==> src/rtl/fetch_pc_gen.sv <==
// Front-end PC generator: emits FETCH_WIDTH consecutive fetch addresses per
// cycle. The group advances by the number of slots decode accepted. Redirect
// priority is flush, then a held pending redirect, then the oldest decode
// branch/jal/jalr. A decode redirect that arrives while memory is stalled is
// parked in a pending register until fetch_ready.

// Per-slot logic: the slot fetch address and that slot's decode redirect target.
module fetch_pc_lane #(
  parameter int XLEN = 32,
  parameter int IDX  = 0
) (
  input  logic [XLEN-1:0] pc_base,
  input  logic [1:0]      rtype,
  input  logic [XLEN-1:0] rpc,
  input  logic [XLEN-1:0] roff,
  input  logic [XLEN-1:0] rabs,
  output logic [XLEN-1:0] slot_pc,
  output logic [XLEN-1:0] tgt
);
  logic [XLEN-1:0] raw;

  assign slot_pc = pc_base + XLEN'(4 * IDX);

  // jalr takes the absolute target; branch and jal are pc-relative.
  always_comb begin
    raw = (rtype == 2'b11) ? rabs : (rpc + roff);
    tgt = raw & ~XLEN'(3);
  end
endmodule

module fetch_pc_gen #(
  parameter int          XLEN        = 32,
  parameter int          FETCH_WIDTH = 2,
  parameter logic [31:0] RESET_PC    = 32'h0001_0000,
  parameter int          CNT_W       = $clog2(FETCH_WIDTH + 1)
) (
  input  logic                              clk,
  input  logic                              rst,
  input  logic                              fetch_ready,
  input  logic [CNT_W-1:0]                  accept_cnt,
  input  logic                              flush_valid,
  input  logic [XLEN-1:0]                   flush_pc,
  input  logic [FETCH_WIDTH-1:0]            redir_valid,
  input  logic [FETCH_WIDTH-1:0][1:0]       redir_type,
  input  logic [FETCH_WIDTH-1:0][XLEN-1:0]  redir_pc,
  input  logic [FETCH_WIDTH-1:0][XLEN-1:0]  redir_off,
  input  logic [FETCH_WIDTH-1:0][XLEN-1:0]  redir_abs,
  output logic                              fetch_valid,
  output logic [FETCH_WIDTH-1:0][XLEN-1:0]  fetch_pc,
  output logic                              redirect_pending
);
  logic [XLEN-1:0]                  pc_base, pc_base_nxt;
  logic                             pend_valid, pend_valid_nxt;
  logic [XLEN-1:0]                  pend_target, pend_target_nxt;
  logic [FETCH_WIDTH-1:0][XLEN-1:0] lane_tgt;
  logic                             sel_hit;
  logic [XLEN-1:0]                  sel_tgt;
  logic [CNT_W-1:0]                 acc_clamp;

  genvar g;
  generate
    for (g = 0; g < FETCH_WIDTH; g++) begin : g_lane
      fetch_pc_lane #(.XLEN(XLEN), .IDX(g)) u_lane (
        .pc_base (pc_base),
        .rtype   (redir_type[g]),
        .rpc     (redir_pc[g]),
        .roff    (redir_off[g]),
        .rabs    (redir_abs[g]),
        .slot_pc (fetch_pc[g]),
        .tgt     (lane_tgt[g])
      );
    end
  endgenerate

  assign redirect_pending = pend_valid;

  // Oldest slot wins: scan young to old so the lowest index overwrites last.
  always_comb begin
    sel_hit = 1'b0;
    sel_tgt = '0;
    for (int i = FETCH_WIDTH - 1; i >= 0; i--) begin
      if (redir_valid[i] && (redir_type[i] != 2'b00)) begin
        sel_hit = 1'b1;
        sel_tgt = lane_tgt[i];
      end
    end
  end

  // Next-state selection in redirect priority order; accept counts above N saturate.
  always_comb begin
    acc_clamp       = (accept_cnt > CNT_W'(FETCH_WIDTH)) ? CNT_W'(FETCH_WIDTH) : accept_cnt;
    pc_base_nxt     = pc_base;
    pend_valid_nxt  = pend_valid;
    pend_target_nxt = pend_target;
    if (flush_valid) begin
      pc_base_nxt    = flush_pc & ~XLEN'(3);
      pend_valid_nxt = 1'b0;
    end else if (pend_valid) begin
      if (fetch_ready) begin
        pc_base_nxt    = pend_target;
        pend_valid_nxt = 1'b0;
      end
    end else if (sel_hit) begin
      if (fetch_ready) begin
        pc_base_nxt = sel_tgt;
      end else begin
        pend_target_nxt = sel_tgt;
        pend_valid_nxt  = 1'b1;
      end
    end else if (fetch_valid && fetch_ready) begin
      pc_base_nxt = pc_base + (XLEN'(acc_clamp) << 2);
    end
  end

  // State registers; fetch_valid rises on the first edge after reset releases.
  always_ff @(posedge clk) begin
    if (rst) begin
      pc_base     <= XLEN'(RESET_PC);
      fetch_valid <= 1'b0;
      pend_valid  <= 1'b0;
      pend_target <= '0;
    end else begin
      pc_base     <= pc_base_nxt;
      fetch_valid <= 1'b1;
      pend_valid  <= pend_valid_nxt;
      pend_target <= pend_target_nxt;
    end
  end
endmodule
==> config.mk <==
export PLATFORM = sky130hd
export DESIGN_NAME = fetch_pc_gen
export DESIGN_NICKNAME = d
export VERILOG_FILES = /design/src/rtl/fetch_pc_gen.sv
export SDC_FILE = /design/constraint.sdc
export NUM_CORES = 1
export LEC_CHECK = 0
export CELL_PAD_IN_SITES_DETAIL_PLACEMENT = 1
export CELL_PAD_IN_SITES_GLOBAL_PLACEMENT = 1
export CORE_ASPECT_RATIO = 1.1
export CORE_MARGIN = 2
export CORE_UTILIZATION = 30
export CTS_BUF_LIST = sky130_fd_sc_hd__clkbuf_4 sky130_fd_sc_hd__clkbuf_8
export CTS_CLUSTER_DIAMETER = 200
export DETAILED_ROUTE_END_ITERATION = 8
export HOLD_SLACK_MARGIN = 0.15
export PLACE_DENSITY = 0.83
export SLEW_MARGIN = 20
export SYNTH_ARGS = -nofsm -noshare
export SYNTH_HDL_FRONTEND = slang
export SYNTH_SLANG_ARGS = --single-unit
==> constraint.sdc <==
create_clock -name clk -period 3.3 [get_ports clk]
set_clock_uncertainty 0.15 [all_clocks]
set_input_delay 0.99 -clock clk [delete_from_list [all_inputs] [get_ports clk]]
set_output_delay 0.99 -clock clk [all_outputs]
set_load 0.1 [all_outputs]
Yosys cells after proc, flatten, opt, wreduce, memory -nomap -nowiden
Cells that the tools add are included.
{"block": "totals", "register_bits": 66, "input_bits": 236, "out_inout_bits": 66, "wordCells": 47}
{"block": "classes", "add_sub_neg": 4, "magnitude_cmp": 1, "eq_ne": 6, "mux": 17, "bitwise": 3, "n_reduce_logical": 11}
{"operator": "$mux 32", "n": 10}
{"operator": "$add 32x32->32", "n": 2}
{"operator": "$add 32x3->32 const B", "n": 1}
{"operator": "$add 32x4->32", "n": 1}
{"operator": "$mux 1", "n": 6}
{"operator": "$ne 3x3->1 const B", "n": 2}
{"operator": "$reduce_and 3->1", "n": 2}
{"operator": "$eq 2x2->1 const B", "n": 2}
{"operator": "$ne 2x2->1 const B", "n": 2}
{"operator": "$reduce_and 4->1", "n": 1}
{"operator": "$reduce_bool 2->1", "n": 2}
{"operator": "$reduce_bool 4->1", "n": 1}
{"operator": "$logic_and 1x1->1", "n": 3}
{"operator": "$not 1->1", "n": 3}
{"operator": "$reduce_bool 3->1", "n": 1}
{"operator": "$gt 2x2->1 const B", "n": 1}
{"operator": "$mux 2", "n": 1}
{"operator": "$reduce_or 2->1", "n": 1}

Logic depth before layout (Yosys ltp)
{"block": "logic_depth", "ltp_word": 8, "ltp_mapped": 11, "mapped_depth_nobuf": 11}

By module
Synthesis repeated with hierarchy kept, for this count alone.
{"block": "hier_totals", "hier_cells": 1296, "area_unflattened_um2": 9168.8}
{"mod": "fetch_pc_gen", "instances": 1, "cells_per_inst": 573, "area_per_inst_um2": 4351.7, "seq_area_each_um2": 1321.3}
{"mod": "fetch_pc_lane at g_lane[0].u_lane", "instances": 1, "cells_per_inst": 370, "area_per_inst_um2": 2433.6, "seq_area_each_um2": 0.0}
{"mod": "fetch_pc_lane at g_lane[1].u_lane", "instances": 1, "cells_per_inst": 353, "area_per_inst_um2": 2383.5, "seq_area_each_um2": 0.0}

Least setup slack after synthesis
No wires, ideal clock.
{"block": "synth_path", "path_kind": "register to output", "startpoint": "reg pc_base[2]", "endpoint": "out fetch_pc[57] (netlist name)", "arrival_time_ns": 4.468, "t_required_ns": 2.160, "path_slack_ns": -2.308, "path_stages_with_launch": 8, "n_path_buf": 1, "path_cell_list": "dfxtp_1 > inv_1 > nor4_2 > and2_0 > clkbuf_1 > nand3_1 > nor3_1 > xor2_1"}
{"item": "start, declared", "line_no": "52", "source": "logic [XLEN-1:0] pc_base, pc_base_nxt;"}
{"item": "start signal, assigned", "line_no": "118", "source": "pc_base <= XLEN'(RESET_PC);"}
{"item": "start signal, assigned", "line_no": "123", "source": "pc_base <= pc_base_nxt;"}
{"item": "end, declared", "line_no": "49", "source": "output logic [FETCH_WIDTH-1:0][XLEN-1:0] fetch_pc,"}

Final worst setup path
{"block": "layout_path", "startpoint": "in redir_pc[13] (netlist name)", "endpoint": "reg pend_target[18]"}
{"block": "layout_between", "elab_chain_len": 3}
{"item": "start, declared", "line_no": "45", "source": "input logic [FETCH_WIDTH-1:0][XLEN-1:0] redir_pc,"}
{"item": "$add 32x32->32", "line_no": "26", "source": "raw = (rtype == 2'b11) ? rabs : (rpc + roff);"}
{"item": "$mux 32", "line_no": "26"}
{"item": "$mux 32", "line_no": "82", "source": "if (redir_valid[i] && (redir_type[i] != 2'b00)) begin"}
{"item": "end signal, assigned", "line_no": "126", "source": "pend_target <= pend_target_nxt;"}
{"item": "end, declared", "line_no": "54", "source": "logic [XLEN-1:0] pend_target, pend_target_nxt;"}
No other way between the ends.
A chain may end at the register's enable or synchronous reset.

==> reports/qor.txt <==
# placed instances - 2114
Detail Placement HPWL - 40930 µm
hold depth - 1
commonest cells in the netlist - 118 x nand2_1, 107 x a21oi_1, 99 x nor2_1
maximum clock path buffer count - 2
Yosys reg bits - 64
worst vdd ir - 0.2315 mV
Hold WS - 0.3476 ns
worst r2r src - pc_base[2]
syn_area_per_cell - 7.191 µm²
Final Hold Fails - 0
worst-skew pair later-pin latency - 0.36 ns
Worst Hold Class - reg -> reg
switching power - 2.608 mW
pin count of the biggest net entering global routing - 42
post-synth top area cell - dfxtp_1
n_diodes - 0
WS Path Type - in -> reg
Mapped Cells - 1182
H-Tree Depth - 3
mapped cell area - 0.008499 mm²
Setup WS pre-CTS - -0.8413 ns
Site Rows - 64
Worst-path clk slew - 0.08 ns
GRT Resource Usage Total - 0.3687
DR pass1 iterations - 5
RSZ-0062 raised after global routing - yes
Avg WL per Cell - 29.25 µm
switching share of power - 0.4705
Leakage - 7.625 nW
CP endpoint - pend_target[18]
Max stage delay on crit path - 0.71 ns
Reg2Reg Depth - 14
Die Span Y - 180.5 µm
final critical-path share of the clock period - 1.156
Port Buf Inserts - 295
r2r endpoint - pc_base[24]
CP cell instances - clkbuf_2 > ha_4 > buf_4 > a21oi_4 > o21ai_2 > a21oi_1 > a31oi_4 > nor2b_4 > xnor2_2 > buf_4 > a221oi_2 > buf_4 > a211oi_1
initial antenna violation count - 2
Non-Filler Instances - 2198
setup slack, reg-to-reg - 0.40 ns
status - finished with violations
global-route wire length before repair - 84750 µm
most common cell in the netlist - nand2_1
nets - 2130
Worst setup SP type - input pin
Synth warnings - 0
crit path from - redir_pc[13]
CP dominant cell by count - buf_4
internal power - 2.935 mW
Worst Path Required - 3.38 ns
I/O Pins - 302
1st-iter DRT viols - 1287
Final min period - 3.815 ns
final core occ - 0.6360
Setup Viol. Count Final - 41
post-route ant nets - 0
failing checks - negative setup slack
vias per cell - 6.326
vias - 13905
Worst-Margin Slew - 0.8639 ns
DIE WIDTH - 164.5 µm
area fraction of the dominant cell type after synthesis - 0.1507
synth top area cells - dfxtp_1 15%, ha_1 9.3%, a21oi_1 6.3%, nand2_1 5.2%, xnor2_1 4.9%
Final Max Slew Viols - 0
CP Max Fanout - 4
Flop pwr share - 0.170
CTS root buf - clkbuf_8
sequential share of the synthesized area - 0.1507
Arrival @ worst endpoint - 3.89 ns
clock sink total - 64
Synth cell types - 90
power share of the combinational group - 0.673
total of max-cap violations - 0
fillers - 3119
Initial Utilization - 0.3050
layout cells sized above 1 - 0.4850
total global routing overflow - 0
Final WS setup - -0.5146 ns
Core ar. - 0.02787 mm²
Overall Power - 5.543 mW
number of flops mapped to enable cells by yosys - 0
CTS tree - done
Async SR Flop Fraction - 0
Area Overhead vs Synth - 108.5%
Peak Freq - 262.1 MHz
Clk pwr share - 0.156
relative slew slack - 0.4241
syn_nets - 1482
power per cell area - 312.7 mW/mm²
GPL Wtd Cong - 0.9921
top_reg_cell synth - dfxtp_1
DRC - 0
Critical Path Slowest Stage Cell - a21oi_1
Routed WL - 64290 µm
CTS buffer count - 9
Critical Path Sink Type - flip-flop
vias in the first global route - 14478
Die ar. - 0.02970 mm²
## layer usage
layer | track usage | part of all wire
met5 | 0 | 0.00039
met4 | 0.2306 | 0.091
met3 | 0.06030 | 0.088
met2 | 0.6597 | 0.49
met1 | 0.3992 | 0.33
## power by group through the flow
stage          Clock [mW]  Combinational, mW  Sequential (mW)
3_3_place_gp            0               2.90            0.943
5_1_grt             0.898               3.84            0.946
3_5_place_dp            0               2.96            0.950
4_1_cts             0.861               3.29            0.933
6_report            0.867               3.73            0.944
2_1_floorplan           0               1.31             1.19
## worst max-delay path: cells and delay by family
kind	cells	cell delay, ns
buffers and inverters	4	0.59
adders and majority gates	1	0.26
AOI/OAI and AO/OA	6	1.64
xor gates and xnor gates	1	0.15
and+or+nand+nor	1	0.25
## sequential cells by signal, summed over array words and instances (netlist names)
name	count
fetch_valid	1
pc_base	32
redirect_pending	1
pend_target	30
## what timing repair did
action,in CTS,in global routing
setup buffers,47,26
setup endpoints to repair,65,66
hold buffers,0,0
resized for setup,360,263
pin swaps,138,116
gates cloned,0,0
## per-stage QoR
step                      setup TNS (ns)  instance area, µm²
after floorplan                   -8.615                9090
after global placement            -29.69               14970
after detailed placement          -33.02               14970
after CTS                        -0.6162               16860
after global routing              -6.815               17720
final                             -5.551               17720
## cell type report
class / count / area (µm²) / share of cell area
clock buffer: 11 / 145.1 / 0.008189
tap: 363 / 454.2 / 0.02562
inverter: 25 / 101.3 / 0.005718
sequential: 64 / 1350 / 0.07617
timing repair buffer: 709 / 6223 / 0.3511
clock inverter: 5 / 103.9 / 0.005859
multi-input combinational: 1021 / 9346 / 0.5273
## placed cells by master, fill, tap and decap left out, types with 25 or more instances in the layout
cell	n
dlymetal6s2s_1	38
buf_12	29
ha_4	54
nor2_1	83
a21oi_1	76
buf_4	422
o21ai_0	44
clkbuf_2	39
xnor2_1	25
dfxtp_1	41
nor3_1	26
clkdlybuf4s50_1	119
nand2_1	94
buf_6	36
## cell families after synthesis
logic type	count (synthesis)	synth area share
AOI/OAI and AO/OA	430	0.3471
and+or+nand+nor	423	0.2503
buffers and inverters	97	0.04637
xor gates and xnor gates	87	0.08965
adders and majority gates	64	0.09510
DFF	64	0.1507
muxes	17	0.02076
## worst min-delay path by stage
stage / from / to / slack, ns
after CTS: pend_target[19] / pend_target[19] / 0.33
after global routing: pc_base[0] / pc_base[0] / 0.36
after detailed placement: pend_target[19] / pend_target[19] / 0.32
final: pc_base[0] / pc_base[0] / 0.35
after floorplan: pend_target[19] / pend_target[19] / 0.29
after global placement: pend_target[19] / pend_target[19] / 0.31
Note: power is estimated with default switching activity, not from simulation.
